File: config.mk
export PLATFORM = sky130hd
export DESIGN_NAME = byte_en_unpacker
export DESIGN_NICKNAME = d
export VERILOG_FILES = /design/src/rtl/byte_en_unpacker.sv
export SDC_FILE = /design/constraint.sdc
export NUM_CORES = 1
export LEC_CHECK = 0
export BUFFER_PORTS_ARGS = -buffer_cell sky130_fd_sc_hd__buf_2
export CAP_MARGIN = 20
export CORE_MARGIN = 10
export CORE_UTILIZATION = 40
export DETAILED_ROUTE_END_ITERATION = 8
export HOLD_SLACK_MARGIN = 0.03
export PLACE_DENSITY_LB_ADDON = 0.15
export SYNTH_ARGS = -nofsm -noshare
export SYNTH_HDL_FRONTEND = slang
export SYNTH_SLANG_ARGS = --single-unit
File: constraint.sdc
create_clock -name clk -period 3.5 [get_ports clk]
set_input_delay 0.525 -clock clk [delete_from_list [all_inputs] [get_ports clk]]
set_output_delay 0.525 -clock clk [all_outputs]
set_load 0.01 [all_outputs]
File: src/rtl/byte_en_unpacker.sv
// byte_en_unpacker: accepts a data word with a byte-enable mask and emits
// the enabled bytes one per cycle, lowest lane first, with valid/ready
// handshakes on both sides.
module byte_en_unpacker #(
  parameter int DATA_W = 32,
  parameter int EN_W   = (DATA_W - 1) / 8 + 1
) (
  input  logic                                  clk,
  input  logic                                  rst,
  input  logic                                  in_valid,
  output logic                                  in_ready,
  input  logic [EN_W-1:0]                       en,
  input  logic [DATA_W-1:0]                     d,
  output logic                                  out_valid,
  input  logic                                  out_ready,
  output logic [7:0]                            out_byte,
  output logic [((EN_W > 1) ? $clog2(EN_W) : 1)-1:0] out_lane,
  output logic                                  out_last,
  output logic                                  busy
);

  localparam int LANE_W = (EN_W > 1) ? $clog2(EN_W) : 1;
  localparam int PAD_W  = EN_W * 8;

  typedef enum logic {
    IDLE,
    EMIT
  } state_t;

  state_t              state_q, state_d;
  logic [DATA_W-1:0]   word_q, word_d;
  logic [EN_W-1:0]     pend_q, pend_d;

  logic [PAD_W-1:0]    word_pad;
  logic [EN_W-1:0]     lane_oh;
  logic [LANE_W-1:0]   lane_sel;
  logic [7:0]          lane_byte;
  logic                only_one;
  logic                take;
  logic                accept;

  // Lowest pending lane: isolate the least-significant set bit of the mask,
  // then derive its index and byte; the top lane is zero-extended to 8 bits.
  always_comb begin
    word_pad               = '0;
    word_pad[DATA_W-1:0]   = word_q;
    lane_oh                = pend_q & (~pend_q + 1'b1);
    lane_sel               = '0;
    lane_byte              = '0;
    for (int unsigned i = 0; i < EN_W; i++) begin
      if (lane_oh[i]) begin
        lane_sel  = LANE_W'(i);
        lane_byte = word_pad[8*i +: 8];
      end
    end
    only_one = ((pend_q & ~lane_oh) == '0);
  end

  // Output decode; byte/lane/last are forced to zero outside EMIT.
  always_comb begin
    out_valid = (state_q == EMIT);
    busy      = out_valid;
    out_byte  = out_valid ? lane_byte : 8'h00;
    out_lane  = out_valid ? lane_sel : '0;
    out_last  = out_valid && only_one;
    take      = out_valid && out_ready;
    in_ready  = (state_q == IDLE) || (take && out_last);
    accept    = in_valid && in_ready;
  end

  // Next-state: retire the presented lane on a transfer; a new word accepted
  // on the same edge as the final transfer overrides the return to IDLE.
  always_comb begin
    state_d = state_q;
    word_d  = word_q;
    pend_d  = pend_q;
    if (take) begin
      pend_d = pend_q & ~lane_oh;
      if (only_one) begin
        state_d = IDLE;
      end
    end
    if (accept) begin
      word_d  = d;
      pend_d  = en;
      state_d = (en != '0) ? EMIT : IDLE;
    end
  end

  // State, held word and pending mask; reset wins over any accept.
  always_ff @(posedge clk) begin
    if (rst) begin
      state_q <= IDLE;
      word_q  <= '0;
      pend_q  <= '0;
    end else begin
      state_q <= state_d;
      word_q  <= word_d;
      pend_q  <= pend_d;
    end
  end

endmodule

After elaboration in Yosys (flattened, before gate mapping)
Index checks and enable logic that the tools add are counted.
{"block": "op_classes", "add_sub_neg": 1, "muxes": 15, "bitwise": 5, "n_reduce_logical": 10}
{"op": "8-bit 2-to-1 mux", "n": 5}
{"op": "4-bit AND", "n": 2}
{"op": "4-bit 2-to-1 mux", "n": 2}
{"op": "4-bit NOT", "n": 2}
{"op": "2-bit 2-to-1 mux", "n": 3}
{"op": "1-bit 2-to-1 mux", "n": 5}
{"op": "4-bit by 1-bit adder with 4-bit output, second input constant", "n": 1}
{"op": "1-bit logical AND", "n": 4}
{"op": "4-bit logical NOT", "n": 1}
{"op": "2-bit nonzero test", "n": 2}
{"op": "4-bit nonzero test", "n": 1}
{"op": "2-bit AND reduction", "n": 1}
{"op": "1-bit logical OR", "n": 1}
{"op": "1-bit NOT", "n": 1}
{"block": "totals", "register_bits": 37, "elab_cells": 34}

Depth between registers and ports, before layout
{"block": "logic_depth", "ltp_word": 12, "mapped_depth": 7}

Worst setup path before layout
OpenSTA, ideal clock, no wires.
{"block": "synth_path", "path_type": "register -> output", "start": "register pend_q[2]", "end": "output out_byte[0]", "arrival_time_ns": 1.348, "t_required_ns": 2.975, "path_slack_ns": 1.627, "stages_incl_launch_ff": 5, "path_buffers": 1, "path_cell_list": "dfxtp_1 buf_2 nor4b_2 a221oi_1 nor2_1"}
{"block": "synth_between", "elab_chain_len": 6}
{"item": "start, declared", "line": "32", "rtl": "logic [EN_W-1:0] pend_q, pend_d;"}
{"item": "start signal, assigned", "line": "99", "rtl": "pend_q <= pend_d;"}
{"item": "4-bit NOT", "line": "47", "rtl": "lane_oh = pend_q & (~pend_q + 1'b1);"}
{"item": "4-bit by 1-bit adder with 4-bit output", "line": "47"}
{"item": "4-bit AND *", "line": "47"}
{"item": "8-bit 2-to-1 mux", "line": "51", "rtl": "if (lane_oh[i]) begin"}
{"item": "8-bit 2-to-1 mux *", "line": "51"}
{"item": "8-bit 2-to-1 mux *", "line": "63", "rtl": "out_byte = out_valid ? lane_byte : 8'h00;"}
{"item": "end, declared", "line": "16", "rtl": "output logic [7:0] out_byte,"}
Every way passes the cells marked *; elsewhere a longest branch is shown, timed or not.

Final worst setup path
{"block": "layout_path", "start": "register pend_q[0]", "end": "output out_byte[5]"}
{"block": "layout_between", "elab_chain_len": 8}
{"item": "4-bit NOT", "line": "47"}
{"item": "4-bit by 1-bit adder with 4-bit output", "line": "47"}
{"item": "4-bit AND *", "line": "47"}
{"item": "8-bit 2-to-1 mux (3 in a row)", "line": "51"}
{"item": "8-bit 2-to-1 mux *", "line": "51"}
{"item": "8-bit 2-to-1 mux *", "line": "63"}
Marks and branches as above.

==> flow_metrics.py <==
metrics = {
    "worst_setup_path": {
        "criticalPathCategory": "reg2out",
        "timing.rr.end": "pend_q[3]$_SDFFE_PP0P_",
        "cp.required_ps": 2970,
        "rr_startpoint": "pend_q[0]$_SDFFE_PP0P_",
        "cp-start-kind": "flip-flop",
        "critPathArrivalTime_ps": 2320,
        "path_max_fanout": 24,
        "endpoint_kind": "primary output",
        "r2r_cells": 5,
        "rrSetupSlack_ps": 1080,
    },
    "run": {
        "cap_violations": 0,
    },
    "clocking": {
        "htree_levels": 2,
        "cts.clk_slew.worst_paths_ps": 70,
        "tritoncts": "yes",
        "post_cts_buffers": 0,
        "ctsResizeCount": 0,
        "cts_buffer_depth": 2,
        "clk_latency_ps": 290,
        "cts-root-buf": "clkbuf_8",
        "cts_hold_buf": 0,
        "cts_sinks": 37,
        "numCtsBuffers": 5,
    },
    "power": {
        "p_leak_uw": 0.0008571,
        "ir_drop_mv": 0.2171,
        "p_per_area_mw_per_mm2": 422.9,
        "total_power_uw": 967.3,
    },
    "floorplanning": {
        "fp.coreArea_sq_mm": 0.004786,
        "die_w_um": 90.53,
        "fp.dieArea_sq_mm": 0.008195,
        "start_util_pct": 41.57,
        "rows": 25,
        "die-height_um": 90.53,
        "io_pins": 54,
    },
    "yosys": {
        "synth_ff_type": "dfxtp_1",
        "synth_most_common_cell": "nand2_1",
        "synth_compound_area_share_pct": 28.43,
        "synth_top_family_by_area": "compound AO/OA/AOI/OAI gates",
        "syn-instance-count": 236,
        "syn_nets": 276,
        "synth_xor_area_share_pct": 0,
        "syn-cell-area_sq_mm": 0.001989,
        "synthMuxAreaShare_pct": 0,
        "yosys_warnings": 0,
        "ys_types": 28,
        "synth-seq-area-share_pct": 37.23,
        "synth_enable_flop_cells": 0,
        "synth.area.top_cells": "dfxtp_1 37%, a21oi_2 13%, nand2_2 9.4%",
        "synthAdderAreaFrac_pct": 0,
        "synth.top_cell.area_share_pct": 37.23,
        "synth_largest_area_cell": "dfxtp_1",
        "async_reset_ff_share_pct": 0,
        "ys_ff_latch": 37,
        "ys_top_cells_by_count": "45 x nand2_1, 37 x dfxtp_1, 30 x a21oi_2, 30 x nand2_2, 16 x a21oi_1",
        "avgSynthCellArea_sq_um": 8.430,
        "yosys.area_share.simple_pct": 26.23,
    },
    "drt": {
        "drt_wl_total_um": 4904,
        "ant_nets": 0,
        "wl_per_cell_um": 14.30,
        "dr.pass1.iters": 4,
        "vias": 1714,
        "drt_iter0_markers": 94,
        "drc": 0,
        "via_per_inst": 4.997,
    },
    "layout": {
        "synthToLayoutAreaGrowth_pct": 14.97,
        "seqCellArea_sq_um": 740.7,
        "drive_gt1_share_pct": 45.65,
        "final_nets": 316,
        "n_fill_cell": 510,
        "multi_input_area_sq_mm": 0.001089,
        "antenna_cells": 0,
    },
    "worst_hold_path": {
        "hold_path_end": "word_pad[10]$_SDFFE_PP0P_",
        "min_path_cells": 3,
        "hp-class": "in2reg",
        "min_from": "d[10]",
    },
    "timing": {
        "setup_viol_count_final": 0,
        "hold_slack_ps": 462.6,
        "final_hold_viol_count": 0,
        "setup_slack_ps": 653.9,
        "skew_ps": 6.153,
        "fmax_mhz": 351.4,
        "drv_slew": 0,
        "fin_crit_sh_pct": 81.32,
        "rsz0062_at_grt": "false",
        "fin_crit_ps": 2846,
        "tightest_slew_ps": 1018,
        "relSlewSlack_pct": 32.11,
        "tns_ps": 0,
    },
    "status": {
        "status": "complete, no violations",
    },
    "placement": {
        "hpwlAfterDp_um": 3429,
        "finalWeightedCongestion": 0.8148,
        "pre_cts_ws_ps": 973.3,
        "numPortBuffers": 53,
    },
    "global_routing": {
        "grt_overflow": 0,
        "globalRouteTotalUtil_pct": 12.10,
        "antenna_found_initial": 0,
        "grt_pass1_vias": 1798,
        "grt_pass1_wl_um": 8376,
        "grt_max_degree": 38,
    },
}
[routing by layer]
| metal | share of wire, % | track usage, % |
|---|---|---|
| met5 | 0 | 0 |
| met4 | 0.39 | 2.520 |
| met3 | 7.9 | 5.320 |
| met2 | 45 | 19.05 |
| met1 | 47 | 14.83 |
[power breakdown]
group | leakage (uW) | switching (uW) | internal [uW] | total [uW]
clock | 0.0000443 | 143 | 156 | 299
combinational | 0.000508 | 104 | 75.6 | 179
sequential | 0.000305 | 38.8 | 450 | 489
[worst max path at each step]
stage	to	slack, ps	start	depth (start not counted)
after floorplan	out_byte[0]	1630	pend_q[2]$_SDFFE_PP0P_	4
after global placement	out_byte[7]	1030	pend_q[0]$_SDFFE_PP0P_	4
after detailed placement	out_byte[5]	970	pend_q[0]$_SDFFE_PP0P_	4
after CTS	out_byte[5]	660	pend_q[0]$_SDFFE_PP0P_	4
after global routing	out_byte[5]	490	pend_q[0]$_SDFFE_PP0P_	4
final	out_byte[5]	650	pend_q[0]$_SDFFE_PP0P_	4
[worst max-delay path, cell delays in order, from the launching register on]
cell and delay [ps]:
dfxtp_1 610, nor4b_2 950, a221oi_1 190, nor2_1 140, buf_2 150
[through the flow]
stage	utilization (%)	area, sq um	std cells
2_1_floorplan	-	1989	236
3_3_place_gp	45.99	2201	336
3_5_place_dp	45.99	2201	336
4_1_cts	47.79	2287	343
5_1_grt	47.79	2287	343
6_report	47.79	2287	343
[flip-flops by register name (all words and copies together), names as in the netlist]
signal and flops:
word_pad 32, pend_q 4, busy 1
[logic make-up after synthesis]
| family | after synthesis |
|---|---|
| AND/OR/NAND/NOR | 105 |
| AO/OA/AOI/OAI | 70 |
| flip-flops | 37 |
| buffers and inverters | 24 |
[layout by cell type, fill, tap and decap left out]
master | Yosys | routed
a211oi_4 | 2 | 2
a21o_1 | 1 | 1
a21oi_1 | 16 | 16
a21oi_2 | 30 | 30
a221oi_1 | 8 | 8
a31oi_1 | 3 | 3
buf_2 | 6 | 53
buf_4 | 2 | 2
clkbuf_1 | 10 | 1
clkbuf_8 | 0 | 6
dfxtp_1 | 37 | 37
inv_1 | 2 | 2
nand2_1 | 45 | 45
nand2_2 | 30 | 30
nand2b_1 | 1 | 1
nand3b_1 | 8 | 8
nor2_1 | 15 | 15
nor2b_1 | 1 | 1
nor3_1 | 3 | 3
nor4_1 | 1 | 1
nor4b_2 | 1 | 1
o2111ai_1 | 1 | 1
o21ai_0 | 5 | 5
o311a_2 | 0 | 1
o311ai_4 | 1 | 1
o31ai_1 | 1 | 1
o41ai_1 | 1 | 1
[area by class of cell]
class                      instances  area share (%)
clock buffer                       7           3.775
sequential                        37           32.39
timing repair buffer              55           12.25
tap                               67           3.665
inverter                           2          0.3282
multi-input combinational        175           47.59
Power figures use the tool's default switching activity.
